## config.mk

```make
export PLATFORM = sky130hd
export DESIGN_NAME = rf_wb_scheduler
export DESIGN_NICKNAME = d
export VERILOG_FILES = /design/src/rtl/riscv_types.sv /design/src/rtl/wb_fifo.sv /design/src/rtl/rf_wb_scheduler.sv
export SDC_FILE = /design/constraint.sdc
export NUM_CORES = 1
export LEC_CHECK = 0
export ABC_AREA = 1
export ABC_CLOCK_PERIOD_IN_PS = 3900
export BUFFER_PORTS_ARGS = -buffer_cell sky130_fd_sc_hd__buf_2
export CORE_MARGIN = 2
export CORE_UTILIZATION = 56
export DETAILED_ROUTE_END_ITERATION = 7
export PLACE_DENSITY = 0.93
export SLEW_MARGIN = 15
export SYNTH_ARGS = -nofsm -noshare
export SYNTH_HDL_FRONTEND = slang
export SYNTH_SLANG_ARGS = --single-unit
```

## constraint.sdc

```tcl
create_clock -name clk_in -period 3.9 [get_ports clk_in]
set_input_delay 0.78 -clock clk_in [delete_from_list [all_inputs] [get_ports clk_in]]
set_output_delay 0.78 -clock clk_in [all_outputs]
set_load 0.01 [all_outputs]
```

## src/rtl/riscv_types.sv

```systemverilog
// riscv_types: shared scheduler types and defaults
//   STARVE_DEFAULT : head-wait cycles before forcing a drain
//   sched_state_t  : writeback scheduler FSM states
//   wb_result_t    : long-unit result record (destination index + data)
package riscv_types;
    localparam int STARVE_DEFAULT = 8;
    localparam int XLEN = 32;
    localparam int REG_IDX = 5;
    typedef enum logic {NORMAL, DRAIN} sched_state_t;
    typedef struct packed {
        logic [REG_IDX-1:0] rd;
        logic [XLEN-1:0]    data;
    } wb_result_t;
endpackage

```

## src/rtl/wb_fifo.sv

```systemverilog
// wb_fifo: DEPTH-entry buffer of long-unit results awaiting the RF write port
//   clk_in, rst_in       : clock, async active-high reset (discards contents)
//   push, push_rd/data   : enqueue a result
//   pop                  : dequeue the head
//   head_rd, head_data   : current head entry
//   empty, full, last    : occupancy flags (last = exactly one entry)
module wb_fifo #(
    parameter int WIDTH = 32,
    parameter int INDEX = 5,
    parameter int DEPTH = 2
) (
    input  logic             clk_in,
    input  logic             rst_in,
    input  logic             push,
    input  logic             pop,
    input  logic [INDEX-1:0] push_rd,
    input  logic [WIDTH-1:0] push_data,
    output logic [INDEX-1:0] head_rd,
    output logic [WIDTH-1:0] head_data,
    output logic             empty,
    output logic             full,
    output logic             last
);
    localparam int PW = DEPTH > 1 ? $clog2(DEPTH) : 1;
    localparam int CW = $clog2(DEPTH + 1);
    logic [INDEX+WIDTH-1:0] mem [DEPTH];
    logic [PW-1:0] wr_ptr, rd_ptr;
    logic [CW-1:0] count;
    function automatic logic [PW-1:0] inc(input logic [PW-1:0] p);
        return p == PW'(DEPTH - 1) ? '0 : p + 1'b1;
    endfunction
    assign {head_rd, head_data} = mem[rd_ptr];
    assign empty = count == '0;
    assign full  = count == CW'(DEPTH);
    assign last  = count == CW'(1);
    always_ff @(posedge clk_in) begin
        if (push) mem[wr_ptr] <= {push_rd, push_data};
    end
    always_ff @(posedge clk_in or posedge rst_in) begin
        if (rst_in) begin
            wr_ptr <= '0;
            rd_ptr <= '0;
            count  <= '0;
        end else begin
            if (push) wr_ptr <= inc(wr_ptr);
            if (pop) rd_ptr <= inc(rd_ptr);
            count <= count + CW'(push) - CW'(pop);
        end
    end
endmodule

```

## src/rtl/rf_wb_scheduler.sv

```systemverilog
// rf_wb_scheduler: arbitrates the RF write port between pipeline WB and long-unit results
//   clk_in, rst_in                    : clock, async active-high reset
//   id_valid_in, rs1/rs2, uses_rs1/2  : ID stage source operands
//   rd_in, writes_rd_in, issue_long_in: ID stage destination / long-op issue
//   stall_out                         : ID stall (RAW, WAW or forced drain)
//   wb_we_in, wb_rd_in, wb_data_in    : pipeline writeback, always wins the port
//   lu_valid_in, lu_rd_in, lu_data_in, lu_ready_out : long-unit result handshake
//   we_out, rd_out, data_out          : RF write port
module rf_wb_scheduler
    import riscv_types::*;
#(
    parameter int WIDTH  = 32,
    parameter int INDEX  = 5,
    parameter int DEPTH  = 2,
    parameter int STARVE = STARVE_DEFAULT
) (
    input  logic             clk_in,
    input  logic             rst_in,
    input  logic             id_valid_in,
    input  logic [INDEX-1:0] rs1_in,
    input  logic [INDEX-1:0] rs2_in,
    input  logic             uses_rs1_in,
    input  logic             uses_rs2_in,
    input  logic [INDEX-1:0] rd_in,
    input  logic             writes_rd_in,
    input  logic             issue_long_in,
    output logic             stall_out,
    input  logic             wb_we_in,
    input  logic [INDEX-1:0] wb_rd_in,
    input  logic [WIDTH-1:0] wb_data_in,
    input  logic             lu_valid_in,
    input  logic [INDEX-1:0] lu_rd_in,
    input  logic [WIDTH-1:0] lu_data_in,
    output logic             lu_ready_out,
    output logic             we_out,
    output logic [INDEX-1:0] rd_out,
    output logic [WIDTH-1:0] data_out
);
    localparam int CW = $clog2(STARVE + 1);
    localparam int NR = 2 ** INDEX;
    sched_state_t state, state_n;
    logic [CW-1:0] cnt, cnt_n, cnt_inc;
    logic [NR-1:0] pending, pending_n;
    logic [INDEX-1:0] head_rd, clr_rd;
    logic [WIDTH-1:0] head_data;
    logic empty, full, last;
    logic wb_act, lu_acc, pop, push, bypass, lu_wr, issue, hazard;
    assign wb_act       = wb_we_in && wb_rd_in != '0;
    assign lu_ready_out = !rst_in && !full;
    assign lu_acc       = lu_valid_in && lu_ready_out;
    assign pop          = !rst_in && !empty && !wb_act;
    assign bypass       = empty && !wb_act && lu_acc;
    assign push         = lu_acc && !bypass;
    assign lu_wr        = pop || bypass;
    assign clr_rd       = pop ? head_rd : lu_rd_in;
    assign we_out       = !rst_in && (wb_act || lu_wr);
    assign rd_out       = rst_in ? '0 : wb_act ? wb_rd_in : pop ? head_rd : bypass ? lu_rd_in : '0;
    assign data_out     = rst_in ? '0 : wb_act ? wb_data_in : pop ? head_data : bypass ? lu_data_in : '0;
    assign hazard       = (uses_rs1_in && pending[rs1_in]) || (uses_rs2_in && pending[rs2_in])
                        || (writes_rd_in && pending[rd_in]);
    assign stall_out    = !rst_in && ((id_valid_in && hazard) || state == DRAIN);
    assign issue        = id_valid_in && issue_long_in && writes_rd_in && !stall_out && rd_in != '0;
    assign cnt_inc      = (empty || pop) ? '0 : cnt + 1'b1;
    wb_fifo #(.WIDTH(WIDTH), .INDEX(INDEX), .DEPTH(DEPTH)) u_fifo (
        .clk_in    (clk_in),
        .rst_in    (rst_in),
        .push      (push),
        .pop       (pop),
        .push_rd   (lu_rd_in),
        .push_data (lu_data_in),
        .head_rd   (head_rd),
        .head_data (head_data),
        .empty     (empty),
        .full      (full),
        .last      (last)
    );
    // A new issue is applied after the clear so it wins if both hit one index.
    always_comb begin
        pending_n = pending;
        if (lu_wr) pending_n[clr_rd] = 1'b0;
        if (issue) pending_n[rd_in] = 1'b1;
        pending_n[0] = 1'b0;
    end
    // DRAIN exits on the edge where the FIFO's last entry leaves without a refill.
    always_comb begin
        state_n = state;
        cnt_n   = cnt;
        if (state == NORMAL) begin
            cnt_n   = cnt_inc;
            state_n = cnt_inc == CW'(STARVE) ? DRAIN : NORMAL;
        end else if (empty || (pop && !push && last)) begin
            state_n = NORMAL;
            cnt_n   = '0;
        end
    end
    always_ff @(posedge clk_in or posedge rst_in) begin
        if (rst_in) begin
            state   <= NORMAL;
            cnt     <= '0;
            pending <= '0;
        end else begin
            state   <= state_n;
            cnt     <= cnt_n;
            pending <= pending_n;
        end
    end
endmodule
```

# Yosys cells after proc, flatten, opt, wreduce, memory -nomap -nowiden
# Memories as Yosys holds them, arrays and structs flattened.
# Cells that the tools add are included.
word_totals:
  ff_bits: 40
  ramBits: 74
  input_bits: 98
  out_inout_bits: 40
  elab_cells: 95
  mem_count: 1
classes:
  add_sub_neg: 5
  order_cmp: 6
  n_eq_ne: 4
  n_mux: 31
  n_bitwise: 3
  reduce_logical: 39
memory_table:
  columns: ["name", "depth", "word_bits", "rd", "rd_clocked_by_memory_dff", "write_ports", "line", "source"]
  rows:
  - ["u_fifo.mem", 2, 37, 1, 0, 1, "wb_fifo.sv:26", "logic [INDEX+WIDTH-1:0] mem [DEPTH];"]
op_table:
  columns: ["cell", "n"]
  rows:
  - ["two-way mux 32 bit", 6]
  - ["bitwise AND 32 bit", 1]
  - ["NOT 32 bit", 1]
  - ["bitwise OR 32 bit", 1]
  - ["two-way mux 5 bit", 5]
  - ["< comparator 5 x 6 -> 1 bit, second input constant", 4]
  - ["logical AND 1 bit", 22]
  - ["binary-select mux 1 bit (select 5 bit)", 3]
  - ["two-way mux 1 bit", 12]
  - ["two-way mux 4 bit", 3]
  - ["demux 1 bit (select 5 bit)", 2]
  - ["greater-or-equal comparator 5 x 1 -> 1 bit, second input constant", 2]
  - ["nonzero test 5 bit", 2]
  - ["logical NOT 1 bit", 7]
  - ["logical OR 1 bit", 7]
  - ["adder 4 x 1 -> 4 bit, second input constant", 1]
  - ["equality test 4 bit, second input constant", 1]
  - ["adder 1 bit, second input constant", 2]
  - ["adder 2 x 1 -> 2 bit", 1]
  - ["equality test 2 x 1 -> 1 bit, second input constant", 1]
  - ["equality test 2 bit, second input constant", 1]
  - ["logical NOT 2 bit", 1]
  - ["inequality test 2 x 1 -> 1 bit, second input constant", 1]
  - ["subtractor 2 x 1 -> 2 bit", 1]

# Longest topological paths before layout
# Gate-level depths: netlist of run 1.
depth:
  ltp_word: 14
  ltp_mapped: 17
  mapped_depth_nobuf: 15

# Cells and area by module
# From an unflattened synthesis of run 1, not the netlist that was laid out.
unflattened:
  cells_unflattened: 900
  area_unflattened_um2: 6727.7
modules_own_cells:
  columns: ["mod", "instances", "cells_each", "area_per_inst_um2", "seq_area_each_um2"]
  rows:
  - ["rf_wb_scheduler", 1, 680, 3756.1, 900.9]
  - ["wb_fifo", 1, 220, 2971.6, 2322.2]

# Least setup slack after synthesis of run 1
# Ideal clock, no wire load.
synth_path:
  kind: "in2reg"
  startpoint: "input rst_in"
  endpoint: "memory u_fifo.mem[1][0] (netlist bit), enable pin"
  setup_time_ps: 433
  arrival_ps: 3136
  t_required_ps: 3467
  setup_slack_ps: 331
  cell_stages: 6
  path_buffers: 1
  path_cell_list: "buf_2 -> a21oi_2 -> nand2_1 -> a21oi_1 -> inv_1 -> nor2_1"
synth_via:
  elab_chain_cells: 8
synth_lines:
  columns: ["item", "line", "source"]
  rows:
  - ["start, declared", "rf_wb_scheduler.sv:18", "input logic rst_in,"]
  - ["logical NOT 1 bit (no line) (*)", null, null]
  - ["logical AND 1 bit (*)", "rf_wb_scheduler.sv:49", "assign lu_ready_out = !rst_in && !full;"]
  - ["via lu_ready_out", "rf_wb_scheduler.sv:34", "output logic lu_ready_out,"]
  - ["logical AND 1 bit (*)", "rf_wb_scheduler.sv:50", "assign lu_acc = lu_valid_in && lu_ready_out;"]
  - ["logical AND 1 bit", "rf_wb_scheduler.sv:52", "assign bypass = empty && !wb_act && lu_acc;"]
  - ["logical NOT 1 bit", "rf_wb_scheduler.sv:53", "assign push = lu_acc && !bypass;"]
  - ["logical AND 1 bit (*)", "rf_wb_scheduler.sv:53", null]
  - ["two-way mux 1 bit (*)", "wb_fifo.sv:37", "if (push) mem[wr_ptr] <= {push_rd, push_data};"]
  - ["two-way mux 1 bit (not written as such) (*)", "wb_fifo.sv:37", null]
  - ["end, declared", "wb_fifo.sv:26", null]
# The timed path passes the listed nets; every way through them passes the cells marked *.

# Final worst setup path of run 1
layout_path:
  startpoint: "register u_fifo.count[1]"
  endpoint: "output rd_out[2]"
layout_via:
  elab_chain_cells: 9
  word_cells_on_any_way: 14
  classes_between: "1 x eq/ne; 4 x mux; 9 x reduce/logical"
layout_lines:
  columns: ["item", "line", "source"]
  rows:
  - ["start, declared", "wb_fifo.sv:28", "logic [CW-1:0] count;"]
  - ["start signal, assigned", "wb_fifo.sv:47", "count <= count + CW'(push) - CW'(pop);"]
  - ["equality test 2 bit", "wb_fifo.sv:34", "assign full = count == CW'(DEPTH);"]
  - ["logical NOT 1 bit", "rf_wb_scheduler.sv:49", null]
  - ["logical AND 1 bit", "rf_wb_scheduler.sv:49", null]
  - ["logical AND 1 bit", "rf_wb_scheduler.sv:50", null]
  - ["logical AND 1 bit", "rf_wb_scheduler.sv:52", null]
  - ["two-way mux 5 bit", "rf_wb_scheduler.sv:57", "assign rd_out = rst_in ? '0 : wb_act ? wb_rd_in : pop ? head_rd : bypass ? lu_rd_in : '0;"]
  - ["two-way mux 5 bit (*) (3 in a row)", "rf_wb_scheduler.sv:57", null]
  - ["end, declared", "rf_wb_scheduler.sv:36", "output logic [INDEX-1:0] rd_out,"]
# Every way passes the cells marked *; elsewhere a longest branch is shown, timed or not.

==> flow_summary.toml, run 1 <==
[setup_path]
crit_type = "flip-flop to primary output"
critPathMaxFanout = 32
crit_required_ns = 3.12
cp.arrival_ns = 2.46
end_kind = "primary output"
worstSetupStartpointType = "flip-flop"

[final_layout]
nets = 1071
syn_to_final_growth_pct = 19.8
diodes = 0
drive_above_1_share_pct = 20.7
final_util_pct = 68.9

[floorplanning]
ios = 138
die_h_um = 113
initial_utilization_pct = 57.6
rows = 39
core_um2 = 11500
die_area_um2 = 12700
die_x_um = 113

[detailed_routing]
drc = 0
via_per_inst = 6.00
antenna_left = 0
drt_iter0_markers = 976
wl_per_cell_um = 17.5
dr.pass1.iters = 5
wl_mm = 19.7
vias = 6755

[global_routing]
global_route.usage.met3_pct = 6.80
grt-ovfl-total = 0
use_met2_pct = 52.7
grt_use_total_pct = 31.5
grt_max_degree = 68
gr-max-usage-layer = "met2"
grt_pass1_vias = 6422
grt_pass1_wl_mm = 31.5
antenna_found_initial = 0
met1_usage_pct = 39.3

[yosys]
synthXorXnorAreaFrac_pct = 0.663
ys_top_cells_by_count = "nand2_1, nor2_1, nand3_1"
synth_top_family_by_area = "simple AND/OR/NAND/NOR gates"
yosysSeqAreaShare_pct = 48.8
synth-main-ff-cell = "edfxtp_1"
syn_avg_cell_area_um2 = 7.78
synth_edf_count = 74
yosys.area_share.simple_pct = 29.2
ys_warn_count = 0
ys_ff_latch = 114
synth_top_area_share_pct = 33.7
muxShareOfSynthArea_pct = 0
synthAdderAreaFrac_pct = 0.569
synthCells = 848
synth.most_common_cell = "nand2_1"
synth_cell_types = 36
synth_nets = 949
synth_compound_area_share_pct = 13.2
async_reset_ff_share_pct = 35.1
yosys.area.top_type = "edfxtp_1"
syn-cell-area_um2 = 6600
synth_area_leaders = "edfxtp_1, dfrtp_1, nand2_1"

[power_and_ir_drop]
power.total_w = 0.00435
ir_drop_mv = 0.405
internal_power_w = 0.00280
pwr-share-comb_pct = 28.0
power.share.clock_pct = 34.3
leakagePower_nw = 3.52
p_per_area_nw_per_um2 = 550
p_sw_w = 0.00154
swShare_pct = 35.5
seqPwrFrac_pct = 37.7

[cts]
numCtsBuffers = 17
cts_resized = 0
htree_levels = 4
cts_setup_buffers = 0
cts_buffer_depth = 2
cts_tree = "done"
clk_latency_ns = 0.41
cts_sinks = 114
cts.reportedPaths.clkPinSlew_ns = 0.06
root_buffer = "clkbuf_16"
postCtsHoldBufs = 0

[job]
maxCapViolCount = 0

[worst_hold_path]
hold_path_class = "flip-flop to flip-flop"

[placed_design]
hpwl_mm = 13.0
port_buffers = 137
place_ws_ns = 0.736
place_congestion = 0.994

[sta]
setup-violations-final = 0
min_period_ns = 3.24
rsz0062_at_grt = "false"
hold_viol = 0
fin_setup_tns_ns = 0
setup_ws_ns = 0.661
skew_ns = 0.00550
slew_violations = 0
tightest_slew_ns = 0.924
fin_crit_sh_pct = 83.0
hold-worst-slack_ns = 0.555
max_freq_mhz = 309
slew_headroom_pct = 38.4

[status]
status = "finished, final reports clean"
[critical path, stage by stage, from the launching register on]
cell and delay [ns]:
dfrtp_1 0.45, nor2_2 0.12, nor2_4 0.12, inv_4 0.14, nor2_8 0.29, inv_2 0.11, nand2_1 0.12, inv_2 0.09
a21oi_1 0.22, o21ai_0 0.12, a21oi_1 0.13, buf_2 0.14
[logic make-up (layout without fill, tap and decap cells)]
group,count (synthesis),in the layout
simple gates,468,468
compound gates,140,140
buf+inv,118,252
flops,114,114
xor+xnor,5,5
fa+ha+maj,3,3
[path summary, 6_finish.rpt]
kind	endpoint	slack (ns)	depth (start not counted)	from
worst min-delay path	pending[14]	0.56	2	pending[14]
worst min register to register	pending[14]	0.56	2	pending[14]
min in group asynchronous	pending[2]	1.01	4	rst_in
worst max-delay path	rd_out[2]	0.66	11	u_fifo.count[1]
max in group asynchronous	pending[15]	2.53	4	rst_in
worst max register to register	u_fifo.mem[0][15]	1.29	6	u_fifo.count[1]
[routing by layer]
layer  vias to the layer above  part of all wire, %
met5                         -                    0
met4                         0                  4.0
met3                        94                   10
met2                       469                   49
met1                      3093                   37
li1                       3099                    -
[layout by cell type (no fill, tap or decap), types with 2 or more instances in the layout]
cell / n
edfxtp_1: 74
o21ai_1: 20
inv_1: 63
clkbuf_16: 17
bufinv_16: 2
nand2_2: 3
nor2_4: 4
o21ai_4: 2
o21ai_2: 2
buf_2: 137
clkinvlp_4: 3
o311ai_0: 32
nand2_1: 206
xnor2_1: 2
nand3_1: 93
a21oi_1: 6
inv_6: 2
clkinv_2: 4
dfrtp_1: 40
ha_1: 3
buf_4: 9
o21ai_0: 71
clkinv_4: 2
inv_2: 11
nor3_1: 8
nor2_1: 150
xor2_1: 3
[per-stage QoR]
step           instances  instance area (um^2)
4_1_cts             1125                  7910
3_5_place_dp        1094                  7340
6_report            1125                  7910
3_3_place_gp        1094                  7340
5_1_grt             1125                  7910
2_1_floorplan        848                  6600
[registers in the layout, summed over array words and instances (netlist names)]
register,flops
u_fifo.mem,74
u_fifo.count,2
state,1
u_fifo.wr_ptr,1
u_fifo.rd_ptr,1
cnt,4
pending,31
[final cells by class]
| cell class | count | area, um^2 |
|---|---|---|
| clock inverters | 13 | 138 |
| repair buffers | 146 | 753 |
| flip-flops and latches | 114 | 3220 |
| fillers | 816 | 3560 |
| multi-input cells | 616 | 2900 |
| clock buffers | 18 | 429 |
| well taps | 143 | 179 |
| inverters | 75 | 284 |
[power by group through the flow]
stage,sequential (W),clock (W),combinational (W)
after floorplan,0.00160,0,0.000813
after global placement,0.00164,0,0.00112
after detailed placement,0.00164,0,0.00115
after CTS,0.00163,0.00148,0.00120
after global routing,0.00165,0.00155,0.00134
final,0.00164,0.00149,0.00122
Power figures use the tool's default switching activity.
==> inputs of run 2 (changes only) <==
ABC_CLOCK_PERIOD_IN_PS = 3000   (was 3900)
clock period = 3 ns   (was 3.9 ns; I/O delays follow)
==> run 2 against run 1 <==
Critical path depth unchanged. Via count decreased by 0.95%. Highest routed layer unchanged. Hold slack got worse by 0.17 ns. Non-clock buffer count increased by 5. Clock-buffer cell count unchanged. Final cell count increased by 0.62%. Sequential share of layout area decreased by 0.71 points. Power increased by 34%. Clock skew increased by 0.00076 ns. Utilization increased by 1.2 points. Cell area increased by 1.8%. Largest cell class unchanged.
==> flow_summary.toml, run 2 (synthesized netlist as in run 1, its figures left out) <==
[status]
status = "finished, final reports clean"

[final_layout]
largest_register_ffs = 74
nets = 1076
stdcell_count = 1132
n_fill_cell = 814
reg.largest.list = "u_fifo.mem: 74 flops, pending: 31 flops, cnt: 4 flops"
final_cell_mix = "nand2_1, nor2_1, buf_2"
seqCellArea_um2 = 3220
syn_to_final_growth_pct = 21.9
drive_above_1_share_pct = 21.2
layout_commonest_cell = "nand2_1"
multi_input_area_um2 = 2900
top_register = "u_fifo.mem"

[detailed_routing]
wl_per_cell_um = 17.2
dr.pass1.iters = 5
vias = 6691
drt_iter0_markers = 824
via_per_inst = 5.91
wl_mm = 19.4
drc = 0
antenna_left = 0

[floorplanning]
ios = 138
rows = 39
die_x_um = 113
die_area_um2 = 12700
die_h_um = 113
initial_utilization_pct = 57.6
core_um2 = 11500

[global_routing]
grt_pass1_wl_mm = 31.0
grt_max_degree = 69
antenna_found_initial = 1
grt_use_total_pct = 31.2
grt-ovfl-total = 0
grt_pass1_vias = 6276

[setup_path]
crit_path_max_incr_delay_ns = 0.44
crit_slowest_cell = "dfrtp_2"
crit_chain = "a21oi_2 -> nand2_1 -> inv_2 -> nand3_1 -> inv_1 -> buf_6 -> nand2_1 -> o311ai_0 -> o21ai_1 -> nor2_1 -> buf_2"
worstSetupStartpointType = "flip-flop"
worst_r2r_endpoint = "pending[25]"
cpMostUsedCell = "nand2_1"
critPathMaxFanout = 14
end_kind = "primary output"
cp.arrival_ns = 2.30
ff2ff_setup_slack_ns = 0.65
reg2regPathDepth = 11
crit_required_ns = 2.40
reg2reg_from = "u_fifo.count[1]"
crit_type = "flip-flop to primary output"

[sta]
min_period_ns = 2.90
slew_headroom_pct = 66.3
max_freq_mhz = 345
setup_ws_ns = 0.102
rsz0062_at_grt = "true"
fin_setup_tns_ns = 0
hold_viol = 0
skew_ns = 0.00626
slew_violations = 0
fin_crit_sh_pct = 96.6
tightest_slew_ns = 0.501
setup-violations-final = 0

[job]
maxCapViolCount = 0

[power_and_ir_drop]
p_per_area_nw_per_um2 = 722
leakagePower_nw = 3.58
ir_drop_mv = 0.473

[worst_hold_path]
holdPathStages = 1
hold_path_class = "input pin to flip-flop"
min-delay-start = "lu_data_in[1]"
min_to = "u_fifo.mem[0][1]"

[cts]
cts_sinks = 114
cts_tree = "done"
clk_latency_ns = 0.42
root_buffer = "clkbuf_16"
postCtsHoldBufs = 0
numCtsBuffers = 17
cts.reportedPaths.clkPinSlew_ns = 0.06
cts_buffer_depth = 2
htree_levels = 4

[placed_design]
place_inst = 1099
port_buffers = 137
place_ws_ns = 0.283
place_congestion = 1.00
hpwl_mm = 13.0
-- run 2: area by class of cell --
type                    count  share of cell area (%)
repair buffers            151                    10.5
diodes                      1                  0.0311
well taps                 143                    2.22
flip-flops and latches    114                    40.1
inverters                  75                    3.56
clock inverters            14                    2.22
clock buffers              18                    5.33
multi-input cells         616                    36.0
-- run 2: power breakdown --
group | switching [W] | internal, W
registers | 0.000182 | 0.00195
clock network | 0.000752 | 0.00131
logic | 0.00108 | 0.000531
total | 0.00202 | 0.00379
-- run 2: through the flow --
stage          hold WS, ns  utilization (%)  cell area [um^2]  power, W
6_report             0.383             70.2              8050   0.00581
3_3_place_gp         0.533             64.8              7430   0.00363
5_1_grt              0.367             70.2              8050   0.00607
3_5_place_dp         0.538             64.8              7430   0.00368
4_1_cts              0.374             70.1              8040   0.00577
2_1_floorplan        0.475                -              6610   0.00314
-- run 2: repair_timing --
| action | in CTS | in global routing |
|---|---|---|
| setup buffers | 0 | 0 |
| resized for setup | 0 | 6 |
| setup endpoints to repair | 0 | 8 |
-- run 2: worst max-delay path: cells and delay by family (launching register included) --
| kind | cells | cell delay, ns |
|---|---|---|
| buffers and inverters | 4 | 0.54 |
| and+or+nand+nor | 4 | 0.47 |
| AOI/OAI and AO/OA | 3 | 0.42 |
| DFF | 1 | 0.44 |
-- run 2: worst max path at each step --
stage | endpoint | from | slack (ns)
6_report | data_out[14] | u_fifo.count[1] | 0.10
5_1_grt | data_out[19] | u_fifo.count[0] | -0.01
3_3_place_gp | stall_out | rd_in[0] | 0.26
2_1_floorplan | u_fifo.mem[1][0] | rst_in | 0.21
3_5_place_dp | data_out[14] | wb_rd_in[1] | 0.28
4_1_cts | rd_out[2] | u_fifo.count[1] | 0.06
-- run 2: layer usage --
layer  wire length (um)  global-route usage (%)  vias up  share of wire (%)
met5                  0                       0        -                  0
met4                770                    13.3        0                4.0
met3               1920                    7.94       65                9.9
met2               9420                    51.3      448                 48
met1               7330                    39.2     3071                 38
li1                   -                       -     3107                  -
==> inputs of run 3 (changes only) <==
SYNTH_HIERARCHICAL = 1   (was unset)
==> run 3 against run 2 <==
Clock-buffer cell count up 6. Utilization down 1.8 points. Clock power about the same. Critical endpoint is now data_out[2].
==> flow_summary.toml, run 3 <==
[cts]
cts_sinks = 114
cts.reportedPaths.clkPinSlew_ns = 0.05
postCtsHoldBufs = 0
numCtsBuffers = 17
cts_tree = "done"
root_buffer = "clkbuf_16"
htree_levels = 4
clk_latency_ns = 0.41
cts_buffer_depth = 2

[floorplanning]
die_x_um = 114
core_um2 = 11900
die_area_um2 = 12900
initial_utilization_pct = 56.7
ios = 138
die_h_um = 114
rows = 40

[yosys]
synth_edf_count = 74
synthAdderAreaFrac_pct = 0.558
syn_avg_cell_area_um2 = 7.48
synth_top_family_by_area = "simple AND/OR/NAND/NOR gates"
synth_cell_types = 27
ys_warn_count = 6
muxShareOfSynthArea_pct = 0
synth.most_common_cell = "nand2_1"
yosys.area_share.simple_pct = 29.6
synth_area_leaders = "edfxtp_1, nand2_1, dfrtp_1"
synth-main-ff-cell = "edfxtp_1"
yosys.area.top_type = "edfxtp_1"
syn-cell-area_um2 = 6730
synth_nets = 1001
ys_ff_latch = 114
synth_compound_area_share_pct = 10.7
synthXorXnorAreaFrac_pct = 0.521
yosysSeqAreaShare_pct = 47.9
synthCells = 900
ys_top_cells_by_count = "nand2_1, inv_1, nand3_1"
synth_top_area_share_pct = 33.0
async_reset_ff_share_pct = 35.1

[setup_path]
cp.arrival_ns = 2.20
crit_type = "flip-flop to primary output"
critPathMaxFanout = 65
worstSetupStartpointType = "flip-flop"
reg2reg_from = "u_fifo/count[1]"
end_kind = "primary output"
worst_r2r_endpoint = "pending[6]"
reg2regPathDepth = 9
ff2ff_setup_slack_ns = 0.58
crit_required_ns = 2.40

[final_layout]
n_fill_cell = 882
layout_commonest_cell = "nand2_1"
final_cell_mix = "nand2_1, buf_2, inv_1"
top_register = "u_fifo/mem"
reg.largest.list = "u_fifo/mem: 74 flops, pending: 31 flops, cnt: 4 flops"
syn_to_final_growth_pct = 20.5
final_util_pct = 68.4
drive_above_1_share_pct = 18.9
largest_register_ffs = 74
nets = 1133

[global_routing]
grt-ovfl-total = 0
grt_pass1_vias = 6416
grt_use_total_pct = 30.0
grt_max_degree = 66
grt_pass1_wl_mm = 30.3
antenna_found_initial = 1

[placed_design]
port_buffers = 137
hpwl_mm = 12.9
place_congestion = 0.963

[power_and_ir_drop]
leakagePower_nw = 3.85
ir_drop_mv = 0.531
p_per_area_nw_per_um2 = 700

[detailed_routing]
wl_per_cell_um = 15.7
vias = 6727
drc = 0
drt_iter0_markers = 656
via_per_inst = 5.64
wl_mm = 18.8
dr.pass1.iters = 8
antenna_left = 0

[job]
maxCapViolCount = 0

[sta]
min_period_ns = 2.80
slew_headroom_pct = 54.7
fin_setup_tns_ns = 0
max_freq_mhz = 357
rsz0062_at_grt = "false"
tightest_slew_ns = 0.678
slew_violations = 0
hold_viol = 0
skew_ns = 0.00895
fin_crit_sh_pct = 93.5
setup-violations-final = 0

[worst_hold_path]
hold_path_class = "input pin to asynchronous set/reset pin"

[status]
status = "finished, final reports clean"
run 3: changes by cell type after synthesis, moves of 11 or more:
| cell | before | now |
|---|---|---|
| a31oi_1 | 0 | 31 |
| nor2_1 | 152 | 54 |
| o311ai_0 | 32 | 0 |
| inv_1 | 63 | 114 |
| buf_6 | 2 | 13 |
| nand2_1 | 206 | 317 |
run 3: routing by layer:
metal,GRT usage [%],vias to the layer above,share of wire [%]
li1,-,3189,-
met1,36.0,3088,38
met2,50.8,392,50
met3,7.39,58,9.0
met4,14.6,0,3.0
met5,0,-,0
run 3: per-stage QoR:
stage	hold slack [ns]	setup slack [ns]	cells	area [um^2]	total power, W
after global placement	0.515	0.284	1160	7490	0.00350
final	0.166	0.195	1193	8110	0.00568
after CTS	0.150	0.146	1192	8100	0.00565
after detailed placement	0.523	0.256	1160	7490	0.00357
after floorplan	0.366	0.156	900	6730	0.00316
after global routing	0.162	0.00677	1193	8110	0.00597
run 3: area by class of cell:
class	count	area [um^2]	share of cell area [%]
Sequential cell	114	3220	39.8
Multi-Input combinational cell	626	2790	34.4
Timing Repair Buffer	152	840	10.4
Clock buffer	24	514	6.34
Inverter	121	454	5.60
Tap cell	147	184	2.27
Clock inverter	8	98.8	1.22
Antenna cell	1	2.50	0.0309
run 3: cell families after synthesis:
logic type / Yosys count
compound gates: 133
xor+xnor: 4
fa+ha+maj: 3
buf+inv: 160
flops: 114
simple gates: 486
run 3: how the worst max path moves through the flow:
stage,startpoint,to,slack (ns)
floorplan,rst_in,u_fifo/mem[0][0],0.16
global placement,rd_in[1],stall_out,0.28
detailed placement,wb_rd_in[0],data_out[16],0.26
CTS,u_fifo/count[1],data_out[16],0.15
global route,wb_rd_in[2],rd_out[3],0.007
finish,u_fifo/rd_ptr,data_out[2],0.20
run 3: repair_timing:
item | CTS | global route
setup buffers | 0 | 0
endpoints found under the hold margin | 0 | 0
setup endpoints to repair | 0 | 7
resized for setup | 0 | 2
run 3: worst max-delay path, cell delays in order (launching register included):
cell     delay (ns)
dfrtp_2        0.48
buf_4          0.53
nand2_1        0.15
o21ai_0        0.14
nand2_1        0.13
a31oi_1        0.20
buf_2          0.16
run 3: power by group:
| group | total (W) | internal [W] | switching, W |
|---|---|---|---|
| sequential | 0.00214 | 0.00195 | 0.000192 |
| clock | 0.00205 | 0.00136 | 0.000687 |
| combinational | 0.00149 | 0.000484 | 0.00100 |
| total | 0.00568 | 0.00379 | 0.00188 |
